File: src/rtl/multi_lane_pkg.sv
// Shared defaults, state encoding and latency helpers for multi_lane_const.
// Build macro MULTI_LANE_STAGGER_EN selects staggered per-lane latency in lane_lat().
package multi_lane_pkg;

    localparam int          DEF_LANES      = 2;
    localparam int          DEF_LANE_W     = 32;
    localparam int          DEF_LATENCY    = 3;
    localparam int unsigned DEF_LANE_CONST = 1;

    typedef enum logic [0:0] {
        ST_IDLE = 1'b0,
        ST_RUN  = 1'b1
    } ml_state_e;

    // Sized so that the largest lane latency can never wrap the counter.
    function automatic int cnt_width(input int latency, input int lanes);
        return $clog2(latency + lanes) + 32'sd1;
    endfunction

    function automatic int lane_lat(input int latency, input int idx);
        bit stagger;
`ifdef MULTI_LANE_STAGGER_EN
        stagger = 1'b1;
`else
        stagger = 1'b0;
`endif
        return latency + (stagger ? idx : 32'sd0);
    endfunction

endpackage

File: src/rtl/multi_lane_unit.sv
// One lane engine: latches its operand on load and raises lane_done
// exactly LAT cycles after the accepting edge; result is operand + constant.
module multi_lane_unit
    import multi_lane_pkg::*;
#(
    parameter int          LANE_W     = DEF_LANE_W,
    parameter int          CNT_W      = 4,
    parameter int          LAT        = DEF_LATENCY,
    parameter int unsigned LANE_CONST = DEF_LANE_CONST
) (
    input  logic              clock,
    input  logic              reset,
    input  logic              load,
    input  logic [LANE_W-1:0] operand,
    output logic              lane_done,
    output logic [LANE_W-1:0] result
);

    localparam logic [LANE_W-1:0] CONST_V  = LANE_W'(LANE_CONST);
    localparam logic [CNT_W-1:0]  LOAD_CNT = CNT_W'(LAT - 32'sd1);
    localparam logic [CNT_W-1:0]  CNT_ONE  = CNT_W'(1'b1);

    logic [LANE_W-1:0] operand_r;
    logic [CNT_W-1:0]  cnt_r;
    logic              done_r;

    // cnt_r holds the cycles still to wait before the pulse cycle.
    always_ff @(posedge clock) begin
        if (reset) begin
            operand_r <= '0;
            cnt_r     <= '0;
            done_r    <= 1'b0;
        end else if (load) begin
            operand_r <= operand;
            cnt_r     <= LOAD_CNT;
            done_r    <= (LAT == 32'sd1);
        end else if (cnt_r != '0) begin
            cnt_r  <= cnt_r - CNT_ONE;
            done_r <= (cnt_r == CNT_ONE);
        end else begin
            done_r <= 1'b0;
        end
    end

    assign lane_done = done_r;
    assign result    = operand_r + CONST_V;

endmodule

File: src/rtl/multi_lane_const.sv
// Multi-lane constant-add unit: LANES lane engines, per-lane capture buffers
// and a merged output. Build macro MULTI_LANE_STAGGER_EN staggers lane latency.
module multi_lane_const
    import multi_lane_pkg::*;
#(
    parameter int          LANES      = DEF_LANES,
    parameter int          LANE_W     = DEF_LANE_W,
    parameter int          LATENCY    = DEF_LATENCY,
    parameter int unsigned LANE_CONST = DEF_LANE_CONST
) (
    input  logic                    clock,
    input  logic                    reset,
    input  logic                    start,
    input  logic [LANES*LANE_W-1:0] inp,
    output logic                    busy,
    output logic [LANES-1:0]        lane_done,
    output logic                    done,
    output logic [LANES*LANE_W-1:0] out
);

    localparam int CNT_W = cnt_width(LATENCY, LANES);
    localparam int LAST  = LANES - 1;

    ml_state_e                 state_r;
    logic                      busy_s;
    logic                      accept_s;
    logic                      done_s;
    logic [LANES-1:0]          lane_done_s;
    logic [LANE_W-1:0]         result_s   [LANES];
    logic [LANE_W-1:0]         lane_buf_r [LANES];
    logic [LANES*LANE_W-1:0]   out_s;

    assign busy_s   = (state_r == ST_RUN);
    assign accept_s = start & ~busy_s;
    // Latencies are non-decreasing with lane index, so the last lane finishes last.
    assign done_s   = busy_s & lane_done_s[LAST];

    for (genvar i = 0; i < LANES; i++) begin : g_lane
        multi_lane_unit #(
            .LANE_W     (LANE_W),
            .CNT_W      (CNT_W),
            .LAT        (lane_lat(LATENCY, i)),
            .LANE_CONST (LANE_CONST)
        ) u_unit (
            .clock     (clock),
            .reset     (reset),
            .load      (accept_s),
            .operand   (inp[i*LANE_W +: LANE_W]),
            .lane_done (lane_done_s[i]),
            .result    (result_s[i])
        );
    end

    // Top-level operation state: idle until accepted, run until the done cycle.
    always_ff @(posedge clock) begin
        if (reset) begin
            state_r <= ST_IDLE;
        end else begin
            case (state_r)
                ST_IDLE: if (accept_s)          state_r <= ST_RUN;
                ST_RUN:  if (lane_done_s[LAST]) state_r <= ST_IDLE;
                default:                        state_r <= ST_IDLE;
            endcase
        end
    end

    // Capture each lane result at the end of its completion cycle.
    always_ff @(posedge clock) begin
        for (int i = 0; i < LANES; i++) begin
            if (reset) begin
                lane_buf_r[i] <= '0;
            end else if (lane_done_s[i]) begin
                lane_buf_r[i] <= result_s[i];
            end
        end
    end

    // Live result in a lane's completion cycle, buffered value otherwise.
    always_comb begin
        out_s = '0;
        for (int i = 0; i < LANES; i++) begin
            if (lane_done_s[i]) begin
                out_s[i*LANE_W +: LANE_W] = result_s[i];
            end else begin
                out_s[i*LANE_W +: LANE_W] = lane_buf_r[i];
            end
        end
    end

    assign busy      = busy_s;
    assign lane_done = lane_done_s;
    assign done      = done_s;
    assign out       = out_s;

endmodule

File: config.mk
export PLATFORM = sky130hd
export DESIGN_NAME = multi_lane_const
export DESIGN_NICKNAME = d
export VERILOG_FILES = /design/src/rtl/multi_lane_pkg.sv /design/src/rtl/multi_lane_unit.sv /design/src/rtl/multi_lane_const.sv
export SDC_FILE = /design/constraint.sdc
export NUM_CORES = 1
export LEC_CHECK = 0
export CAP_MARGIN = 20
export CORE_MARGIN = 2
export CORE_UTILIZATION = 45
export DETAILED_ROUTE_END_ITERATION = 16
export PLACE_DENSITY = 0.71
export SETUP_SLACK_MARGIN = 0.15
export SLEW_MARGIN = 20
export SYNTH_ARGS = -nofsm -noshare
export SYNTH_HDL_FRONTEND = slang
export SYNTH_SLANG_ARGS = --single-unit
export TNS_END_PERCENT = 10
File: constraint.sdc
create_clock -name clock -period 2.9 [get_ports clock]
set_clock_uncertainty 0.05 [all_clocks]
set_input_delay 0.58 -clock clock [delete_from_list [all_inputs] [get_ports clock]]
set_output_delay 0.58 -clock clock [all_outputs]
set_load 0.03 [all_outputs]
After elaboration in Yosys (flattened, before gate mapping)

Memory sizes are Yosys's and may differ from the RTL's.
Index checks and enable logic that the tools add are counted.

Flip-flop bits (word level): 75
Bits in writable memories: 64
Word-level logic and storage cells: 49
Memories kept: 1

Memory list:

| name       | depth | bits a word | rd ports | clocked after memory_dff | wr ports | line                   | RTL |
|---|---|---|---|---|---|---|---|
| lane_buf_r | 2     | 32          | 2        | 0                        | 2        | multi_lane_const.sv:30 | `logic [LANE_W-1:0] lane_buf_r [LANES];` |

Add/subtract/negate cells: 4
Equal/unequal tests: 2
Multiplexer cells: 19
Bitwise gates (word level): 7
Reductions and logical operators: 7

Operators by type and width:

| operator                                          | count |
|---|---|
| two-way mux 32 bit                                | 4 |
| adder 32 x 1 -> 32 bit (second input constant)    | 2 |
| two-way mux 1 bit                                 | 10 |
| == test 4 x 1 -> 1 bit (second input constant)    | 2 |
| two-way mux 2 bit                                 | 4 |
| nonzero test 4 bit                                | 2 |
| subtractor 4 x 1 -> 4 bit (second input constant) | 2 |
| OR reduction 3 bit                                | 2 |
| nonzero test 2 bit                                | 2 |
| NOT 1 bit                                         | 3 |
| AND 1 bit                                         | 2 |
| OR 1 bit                                          | 2 |
| one-hot mux 1 bit (2 select lines)                | 1 |
| OR reduction 2 bit                                | 1 |

Longest topological paths before layout

Gate-level depths: netlist of run 1.

Depth after elaboration: 4
Mapped depth: 7

Cells and area by module

Synthesis of run 1 repeated with hierarchy kept, for this count alone.

Cells, all modules: 758
Area total of the unflattened synthesis: 6985.4 µm²

Modules (own cells, without submodules):

| module           | instances | cells an instance | area each (µm²) | sequential area each (µm²) |
|---|---|---|---|---|
| multi_lane_unit  | 2         | 208               | 1904.3          | 740.7 |
| multi_lane_const | 1         | 342               | 3176.8          | 1941.9 |

Worst setup path before layout of run 1

Ideal clock, no wire load.

Path kind: register to output
Start: register g_lane[1].u_unit.operand_r[0]
End: output port out[62]
Arrival: 2.392 ns
Data required time: 2.270 ns
Slack: -0.122 ns
Stages on the path, launching flop included: 7
Cells stage by stage: dfxtp_1 > ha_1 > nand4_2 > or4_1 > clkbuf_1 > or4_1 > a31oi_1

Longest elaborated chain between the ends: 2

RTL lines:

| element                | line                   | RTL |
|---|---|---|
| start, declared        | multi_lane_unit.sv:23  | `logic [LANE_W-1:0] operand_r;` |
| start signal, assigned | multi_lane_unit.sv:34  | `operand_r <= operand;` |
| adder 32 x 1 -> 32 bit | multi_lane_unit.sv:46  | `assign result = operand_r + CONST_V;` |
| two-way mux 32 bit     | multi_lane_const.sv:82 | `if (lane_done_s[i]) begin` |
| end, declared          | multi_lane_const.sv:18 | `output logic [LANES*LANE_W-1:0] out` |

Every way passes these cells.

Worst setup path in the final report of run 1

Start: register g_lane[1].u_unit.operand_r[1]
End: output port out[61]

The elaborated chain is that of the path after synthesis.

==> results of run 1 <==
[area by class of cell]
class,count,area share (%)
Clock buffer,29,4.99
Sequential cell,139,33.8
Timing Repair Buffer,213,19.3
Multi-Input combinational cell,621,39.2
Inverter,9,0.330
Clock inverter,3,0.147
Tap cell,188,2.30
[synthesized netlist by cell type]
| master | instances | share of area (%) |
|---|---|---|
| nor3_1 | 7 | 0.50 |
| buf_2 | 2 | 0.14 |
| nor4_1 | 7 | 0.63 |
| o41ai_1 | 1 | 0.13 |
| o21ai_0 | 16 | 1.1 |
| o31ai_1 | 23 | 2.5 |
| nor2b_1 | 1 | 0.090 |
| and2_1 | 4 | 0.36 |
| nor2_1 | 98 | 5.3 |
| a31oi_1 | 33 | 3.0 |
| or2_2 | 5 | 0.45 |
| mux2i_1 | 1 | 0.14 |
| or4_1 | 19 | 2.0 |
| inv_1 | 9 | 0.48 |
| xor2_1 | 10 | 1.3 |
| buf_4 | 2 | 0.21 |
| clkbuf_2 | 1 | 0.072 |
| nand3b_1 | 4 | 0.43 |
| nand3_1 | 23 | 1.6 |
| buf_1 | 5 | 0.27 |
| xnor2_1 | 17 | 2.1 |
| nand4_1 | 19 | 1.7 |
| nand4_2 | 1 | 0.18 |
| and4_1 | 7 | 0.88 |
| clkbuf_1 | 49 | 2.6 |
| nand2b_1 | 6 | 0.54 |
| ha_1 | 2 | 0.36 |
| buf_6 | 2 | 0.32 |
| edfxtp_1 | 64 | 27 |
| dfxtp_1 | 75 | 21 |
| nand4_4 | 1 | 0.30 |
| or3_1 | 9 | 0.81 |
| or4_4 | 11 | 1.8 |
| nand2_1 | 150 | 8.1 |
| a21oi_1 | 131 | 9.4 |
| o311a_1 | 2 | 0.29 |
| or4b_1 | 2 | 0.29 |
| and3_1 | 8 | 0.72 |
[per-layer routing]
| metal | GRT usage, % | up-vias | wire length, um |
|---|---|---|---|
| met5 | 0 | - | 0 |
| met4 | 9.53 | 0 | 453 |
| met3 | 4.49 | 43 | 1250 |
| met2 | 43.7 | 295 | 10400 |
| met1 | 32.7 | 3192 | 8890 |
| li1 | - | 3340 | - |
[power breakdown]
group / internal (W) / switching, W / leakage [nW] / total (W)
Sequential: 0.00214 / 0.0000825 / 1.29 / 0.00223
Combinational: 0.000304 / 0.000392 / 2.10 / 0.000697
Clock: 0.00118 / 0.000782 / 0.259 / 0.00196
[per-stage QoR]
stage	setup TNS, ns	power, W
after floorplan	0	0.00259
after global placement	0	0.00290
after detailed placement	-0.00108	0.00290
after CTS	-5.17	0.00489
after global routing	-7.62	0.00505
final	-5.16	0.00489
[final timing paths]
check / end / cells past startpoint
worst max-delay path: out[61] / 7
worst min-delay path: g_lane[1].u_unit.cnt_r[3] / 1
worst max register to register: lane_buf_r[0][25] / 6
worst min register to register: g_lane[1].u_unit.cnt_r[3] / 1
[logic make-up after synthesis]
family | Yosys count | synth area share (%)
AO/OA/AOI/OAI | 206 | 16.4
flip-flops | 139 | 49.0
multiplexers | 1 | 0.143
buffers and inverters | 70 | 4.14
AND/OR/NAND/NOR | 382 | 26.6
adder cells (fa/ha/maj) | 2 | 0.358
XOR/XNOR | 27 | 3.38
[what timing repair did]
action                                  4_1_cts  5_1_grt
resized for setup                           164       50
pin swaps                                    44       11
endpoints found under the setup margin       56       59
hold buffers                                  0        0
gates cloned                                  3        0
setup buffers                                19        3
[worst reg2reg max path, delay by kind of cell, from the launching register on]
kind	cells	cell delay [ns]
simple gates	2	0.72
compound gates	2	0.53
flops	1	0.35
buf+inv	2	0.33
[registers in the layout, indices dropped and copies added (netlist names)]
signal,cells
g_lane.u_unit.operand_r,64
g_lane.u_unit.lane_done,2
busy,1
lane_buf_r,64
g_lane.u_unit.cnt_r,8
==> reports/metrics.yaml, run 1 <==
setup_path:
  crit_buf_inv: 3
  cp_max_fo: 4
  r2r_setup_slack_ns: 0.68
  r2r-start: "g_lane[0].u_unit.operand_r[13]"
  crit_start: "g_lane[1].u_unit.operand_r[1]"
  worstSetupPathType: "reg2out"
  startpoint_type: "flop"
  arrival_ns: 2.51
  worst_path_max_delay_cell: "or4_4"
  path_cells: "buf_6, nand4_1, buf_4, or4_4, or4_4, a31oi_4, buf_6"
  cp_data_required_time_ns: 2.27
  crit_path_end_kind: "primary output"
  cpPeakStageDelay_ns: 0.51
  cpLargestDelayFamily: "simple AND/OR/NAND/NOR gates"
clock_tree:
  cts_tree: "done"
  cts.sinks: 139
  numCtsBuffers: 17
  clock_path_buffers: 2
  clk_latency_ns: 0.42
  htreeDepth: 4
  cts_root_buffer: "clkbuf_16"
  clk_pin_slew_ns: 0.06
run:
  max_cap_violations: 0
pwr:
  leakage_nw: 3.65
  ir_worst_vdd_uv: 443
  powerDensity_nw_per_um2: 477
placement:
  pre_cts_slack_ns: -0.00108
  dp_hpwl_um: 13300
  dp_cells: 1145
  placed_area_sq_um: 8820
  place_congestion: 0.848
  portBuffers: 134
synthesis:
  netlist_instances: 827
  syn_avg_cell_area_sq_um: 8.45
  netlist_area_sq_um: 6990
  synth_cell_types: 38
  synth_seq_cells: 139
  synth-seq-area-share_pct: 49.0
  yosysWarnings: 0
  syn_nets: 896
timing:
  fmax_mhz: 318
  fin_crit_ns: 3.14
  rsz0062_at_grt: "yes"
  setup_viol: 31
  slew_headroom_pct: 58.9
  worst_pin_slew_ns: 0.617
  fin_ws_ns: -0.243
  fin_crit_sh_pct: 108
  hold_viol: 0
  slew_viol_final: 0
  finalHoldWorstSlack_ns: 0.425
route:
  viasPerCell: 5.72
  drc_errors: 0
  drtIter0Drc: 618
  ant_nets: 0
  via_count: 6870
  drt_first_pass_iters: 5
  wl_per_cell_um: 17.5
  wirelength_um: 21000
floorplan:
  start_util_pct: 46.0
  dieArea_sq_um: 16500
  die_h_um: 129
  rows: 45
  die_w_um: 129
  coreArea_sq_um: 15200
  ioPinCount: 135
layout:
  multi_input_area_sq_um: 4010
  fin_util_pct: 67.3
  final_common_cell: "nand2_1"
  final_cell_mix: "147 x nand2_1, 127 x a21oi_1, 98 x nor2_1"
  fill_cells: 1223
  antennaDiodeCount: 0
  drive_gt1_share_pct: 28.2
  final_area_sq_um: 10200
  seq_area_sq_um: 3460
  final_cells: 1202
  area_delta_synth_final_pct: 46.4
  layout.nets: 1070
global_route:
  track_usage_pct: 25.6
  overflow: 0
  antenna_found_initial: 0
  grt_start_max_net_pins: 67
  grt_pass1_vias: 6627
  grt_pass1_wl_um: 33500
outcome:
  outcome: "finished with violations"
  violations: "negative setup slack"
hold_path:
  hold_class: "reg2reg"
  hp-start: "g_lane[1].u_unit.cnt_r[3]"
(Power assumes the default switching activity.)
==> inputs of run 2 (changes only) <==
==> constraint.sdc (replaced) <==
create_clock -name clock -period 3.47 [get_ports clock]
set_clock_uncertainty 0.05 [all_clocks]
set_input_delay 0.694 -clock clock [delete_from_list [all_inputs] [get_ports clock]]
set_output_delay 0.694 -clock clock [all_outputs]
set_load 0.03 [all_outputs]
==> run 2 against run 1 <==
The flow now finishes without violations; cell count is 3.9% lower; routed wire length is 11% lower; register-to-register slack better by 0.61 ns; global-route usage is 2.7 points lower; die area stayed put; combinational power is 29% lower; critical path type unchanged; largest power group unchanged; highest routed layer unchanged.
==> reports/metrics.yaml, run 2 (synthesis gave the netlist of run 1 again) <==
outcome:
  outcome: "finished clean"
layout:
  final_area_sq_um: 9180  # -10%
  fin_util_pct: 60.4  # -6.9 points
  layout.nets: 1023  # -4.4%
  area_delta_synth_final_pct: 31.3
  largest_registers: "g_lane.u_unit.operand_r (64), lane_buf_r (64), g_lane.u_unit.cnt_r (8)"
  final_common_cell: "nand2_1"
  antennaDiodeCount: 0  # unchanged
  drive_gt1_share_pct: 15.0  # -13 points
  final_cell_mix: "150 x nand2_1, 131 x a21oi_1, 98 x nor2_1"
pwr:
  clkPwrFrac_pct: 40.7  # +0.5 points
  switchingPower_w: 0.00101  # -20%
  leakage_nw: 3.19  # -13%
  powerDensity_nw_per_um2: 433  # -9.2%
  power_frac_seq_pct: 46.9  # +1.3 points
  cell_internal_pwr_w: 0.00297  # -18%
  ir_worst_vdd_uv: 342  # -23%
  swShare_pct: 25.4  # -0.30 points
  power_frac_comb_pct: 12.5  # -1.8 points
placement:
  dp_hpwl_um: 13000  # -2.5%
  place_congestion: 0.886  # +4.4%
  portBuffers: 134  # unchanged
  placed_area_sq_um: 8520  # -3.5%
timing:
  finalHoldWorstSlack_ns: 0.425  # -0.0000380 ns
  slew_headroom_pct: 45.5  # -13 points
  hold_viol: 0  # unchanged
  fin_crit_ns: 3.34
  fin_crit_sh_pct: 96.2
  slew_viol_final: 0  # unchanged
  worst_pin_slew_ns: 0.817  # +0.201 ns
  rsz0062_at_grt: "yes"
  setup_viol: 0  # -100%
  fmax_mhz: 300
clock_tree:
  clock_path_buffers: 2  # unchanged
  cts_root_buffer: "clkbuf_16"
  cts_tree: "done"
  numCtsBuffers: 17  # unchanged
  clk_pin_slew_ns: 0.06  # about the same
  cts.sinks: 139  # unchanged
  clk_latency_ns: 0.42  # about the same
  ctsHoldBuffers: 0  # unchanged
  htreeDepth: 4  # unchanged
setup_path:
  crit_path_end_kind: "primary output"
  arrival_ns: 2.59  # +0.08 ns
  cp_data_required_time_ns: 2.73  # +0.46 ns
  startpoint_type: "flop"
  cp_max_fo: 6  # +2
  worstSetupPathType: "reg2out"
route:
  via_count: 6458  # -6.0%
  viasPerCell: 5.59  # -2.2%
  ant_nets: 0  # unchanged
  wl_per_cell_um: 16.3  # -7.0%
  drc_errors: 0  # unchanged
  drt_first_pass_iters: 5  # unchanged
  drtIter0Drc: 442  # -28%
  wirelength_um: 18800  # -11%
floorplan:
  ioPinCount: 135  # unchanged
  dieArea_sq_um: 16500  # unchanged
  coreArea_sq_um: 15200  # unchanged
  rows: 45  # unchanged
  start_util_pct: 46.0  # unchanged
  die_w_um: 129  # unchanged
  die_h_um: 129  # unchanged
global_route:
  overflow: 0  # unchanged
  grt_pass1_vias: 5901  # -11%
  track_usage_pct: 22.9  # -2.7 points
  grt_start_max_net_pins: 62  # -7.5%
  grt_pass1_wl_um: 29600  # -12%
  antenna_found_initial: 0  # unchanged
hold_path:
  hold_class: "reg2reg"
run:
  max_cap_violations: 0  # unchanged
run 2: cell types whose count changed in the layout (fill, tap and decap cells not counted), moves of 16 or more:
cell             change
o31ai_1             +17
buf_4               -40
a31oi_4             -16
clkdlybuf4s50_1     +18
a31oi_1             +21
buf_6               -27
run 2: what timing repair did:
item / 4_1_cts / 5_1_grt
pin swaps: 11 / 4
cloned: 0 / 1
gates resized for setup: 99 / 7
setup endpoints to repair: 42 / 38
hold endpoints to repair: 0 / 0
setup buffers: 1 / 2
run 2: final timing paths:
kind / slack [ns] / cells after the start / to / start
setup reg to reg: 1.29 / 6 / lane_buf_r[1][31] / g_lane[1].u_unit.operand_r[3]
setup / recovery: 0.13 / 5 / out[62] / g_lane[1].u_unit.operand_r[14]
hold reg to reg: 0.42 / 1 / g_lane[1].u_unit.cnt_r[3] / g_lane[1].u_unit.cnt_r[3]
hold / removal: 0.42 / 1 / g_lane[1].u_unit.cnt_r[3] / g_lane[1].u_unit.cnt_r[3]
run 2: per-layer routing:
layer	GRT usage [%]	vias up	share of wire [%]
met1	30.1	2997	45
met4	8.57	0	1.9
met5	0	-	0
met2	37.9	206	47
li1	-	3231	-
met3	4.32	24	5.9
run 2: power groups by stage:
stage,registers (W),logic (W),clock network [W]
after global routing,0.00187,0.000539,0.00171
after global placement,0.00189,0.000495,0
after floorplan,0.00188,0.000276,0
after detailed placement,0.00189,0.000498,0
final,0.00186,0.000495,0.00162
after CTS,0.00186,0.000495,0.00164
run 2: stage by stage:
stage          cells  power, W   TNS, ns  setup WS (ns)
3_5_place_dp    1119   0.00239         0          0.125
3_3_place_gp    1119   0.00239         0          0.136
4_1_cts         1152   0.00399  -0.00389       -0.00389
2_1_floorplan    827   0.00215         0          0.334
5_1_grt         1155   0.00412         0         0.0188
6_report        1155   0.00398         0          0.132
run 2: cell type report:
class	instances	area [sq um]
clock buffer	29	500
sequential	139	3450
clock inverter	3	15.0
multi-input combinational	618	3370
tap	188	235
inverter	9	33.8
fill	1389	6020
timing repair buffer	169	1570
run 2: critical path: stages, from the launching register on:
cell,delay (ns)
dfxtp_1,0.41
nand4_1,0.23
or4_4,0.61
or4_1,0.56
a31oi_1,0.18
buf_4,0.18
==> inputs of run 3 (changes only) <==
--- a/config.mk
+++ b/config.mk
@@ -6,7 +6,7 @@
 export NUM_CORES = 1
 export LEC_CHECK = 0
 export CAP_MARGIN = 20
-export CORE_MARGIN = 2
+export CORE_MARGIN = 5
 export CORE_UTILIZATION = 45
 export DETAILED_ROUTE_END_ITERATION = 16
 export PLACE_DENSITY = 0.71
==> run 3 against run 2 <==
Power grew 1.5%; sequential cell count unchanged; sequential power hardly changed; clock power rose by 3%; non-clock buffer count up 2; fmax about the same; sequential share of layout area decreased by 0.46 points; utilization rose by 0.68 points; cell count grew 0.17%; critical path depth is the same; hold slack about the same; clock-buffer cell count shrank 5; critical endpoint is now out[63]; largest power group unchanged.
==> reports/metrics.yaml, run 3 (synthesis gave the netlist of run 1 again) <==
outcome:
  outcome: "finished clean"
setup_path:
  arrival_ns: 2.60  # about the same
  startpoint_type: "flop"
  r2r-start: "g_lane[1].u_unit.lane_done"
  r2r-end: "lane_buf_r[1][5]"
  reg2regPathDepth: 2  # -4
  path_depth: 5  # unchanged
  path_cells: "nand4_1, or4_4, or4_1, a31oi_2, buf_4"
  worst_path_max_delay_cell: "or4_4"
  worstSetupPathType: "reg2out"
  crit_end: "out[63]"
  cp_max_fo: 7  # +1
  cp_data_required_time_ns: 2.73  # about the same
  cpPeakStageDelay_ns: 0.63  # +0.02 ns
  crit_buf_inv: 1  # unchanged
  crit_start: "g_lane[1].u_unit.operand_r[20]"
  r2r_setup_slack_ns: 1.18  # -0.11 ns
  cpLargestDelayFamily: "simple AND/OR/NAND/NOR gates"
  crit_path_end_kind: "primary output"
layout:
  largest_registers: "g_lane.u_unit.operand_r (64), lane_buf_r (64), g_lane.u_unit.cnt_r (8)"
  antennaDiodeCount: 0  # unchanged
  fin_util_pct: 61.1  # +0.68 points
  final_area_sq_um: 9280  # +1.1%
  area_delta_synth_final_pct: 32.8
  final_cells: 1157  # +0.17%
  layout.nets: 1025  # +0.20%
  drive_gt1_share_pct: 14.9  # -0.13 points
  final_common_cell: "nand2_1"
  final_cell_mix: "150 x nand2_1, 131 x a21oi_1, 98 x nor2_1"
timing:
  slew_viol_final: 0  # unchanged
  fmax_mhz: 299  # about the same
  rsz0062_at_grt: "yes"
  fin_tns_setup_ns: 0  # unchanged
  slew_headroom_pct: 44.2  # -1.3 points
  fin_crit_sh_pct: 96.3  # about the same
  setup_viol: 0  # unchanged
  fin_crit_ns: 3.34  # +0.00306 ns
  worst_pin_slew_ns: 0.837  # +0.0197 ns
  hold_viol: 0  # unchanged
global_route:
  track_usage_pct: 21.3  # -1.6 points
  overflow: 0  # unchanged
  grt_start_max_net_pins: 50  # -19%
  antenna_found_initial: 0  # unchanged
  grt_pass1_wl_um: 30900  # +4.7%
  grt_pass1_vias: 6149  # +4.2%
route:
  drc_errors: 0  # unchanged
  drtIter0Drc: 543  # +23%
  viasPerCell: 5.61  # +0.32%
  drt_first_pass_iters: 5  # unchanged
  ant_nets: 0  # unchanged
  wirelength_um: 19400  # +3.4%
  via_count: 6490  # +0.50%
  wl_per_cell_um: 16.8  # +3.2%
clock_tree:
  htreeDepth: 4  # unchanged
  clk_latency_ns: 0.41  # about the same
  clk_pin_slew_ns: 0.06  # about the same
  clock_path_buffers: 2  # unchanged
  cts.sinks: 139  # unchanged
  cts_tree: "done"
  cts_root_buffer: "clkbuf_16"
  ctsHoldBuffers: 0  # unchanged
  numCtsBuffers: 17  # unchanged
placement:
  dp_hpwl_um: 13700  # +5.4%
  portBuffers: 134  # unchanged
  placed_area_sq_um: 8580  # +0.71%
  place_congestion: 0.906  # +2.3%
  dp_cells: 1124  # +0.45%
hold_path:
  hold_class: "reg2reg"
  min_path_cells: 1  # unchanged
floorplan:
  coreArea_sq_um: 15200  # unchanged
  rows: 45  # unchanged
  dieArea_sq_um: 18100  # +9.5%
  die_w_um: 135  # +4.7%
  ioPinCount: 135  # unchanged
  die_h_um: 135  # +4.7%
  start_util_pct: 46.0  # unchanged
pwr:
  ir_worst_vdd_uv: 305  # -11%
  powerDensity_nw_per_um2: 435  # +0.33%
  leakage_nw: 3.22  # +1.0%
run:
  max_cap_violations: 0  # unchanged
run 3: cell count changes in the layout (fill, tap and decap cells not counted), moves of 3 or more:
cell             change
buf_2                -3
clkdlybuf4s50_1      -3
dlygate4sd2_1        +5
clkbuf_1             -7
dfxtp_2              -6
dfxtp_1              +5
run 3: layer usage:
layer  wire [um]  global-route usage (%)  share of wire [%]
met1        8710                    28.1                 45
met2        9160                    34.4                 47
met3        1210                    4.73                6.2
met4         343                    7.92                1.8
met5           0                       0                  0
run 3: final cells by class:
cell class              instances  area, sq um
multi-input cells             618         3410
clock buffers                  24          513
flip-flops and latches        139         3450
well taps                     188          235
repair buffers                171         1600
clock inverters                 8         40.0
inverters                       9         33.8
fillers                      1316         5920
run 3: through the flow:
step	setup slack [ns]	hold slack, ns	total power (W)
6_report	0.129	0.425	0.00404
5_1_grt	0.0223	0.444	0.00419
4_1_cts	0.0356	0.423	0.00406
3_5_place_dp	0.0999	0.414	0.00240
3_3_place_gp	0.155	0.413	0.00239
2_1_floorplan	0.334	0.394	0.00215
run 3: how the worst min path moves through the flow:
stage	end	startpoint
5_1_grt	g_lane[0].u_unit.operand_r[13]	g_lane[0].u_unit.operand_r[13]
4_1_cts	g_lane[1].u_unit.cnt_r[3]	g_lane[1].u_unit.cnt_r[3]
2_1_floorplan	g_lane[1].u_unit.operand_r[31]	g_lane[1].u_unit.operand_r[31]
6_report	g_lane[1].u_unit.cnt_r[3]	g_lane[1].u_unit.cnt_r[3]
3_5_place_dp	g_lane[1].u_unit.cnt_r[3]	g_lane[1].u_unit.cnt_r[3]
3_3_place_gp	g_lane[1].u_unit.cnt_r[3]	g_lane[1].u_unit.cnt_r[3]
run 3: worst reg2reg max path, stage by stage (launching register included):
cell and delay [ns]:
dfxtp_2 0.75, buf_4 0.39, or2_2 0.72
run 3: power breakdown:
part           total [W]  internal [W]  switching [W]
logic           0.000497      0.000209       0.000287
registers        0.00187       0.00179      0.0000775
clock network    0.00167       0.00102       0.000650
total            0.00404       0.00302        0.00101
run 3: what timing repair did:
item	4_1_cts	5_1_grt
pin swaps	10	2
resized for setup	84	15
setup endpoints to repair	44	38
cloned	0	0
setup buffers	1	0
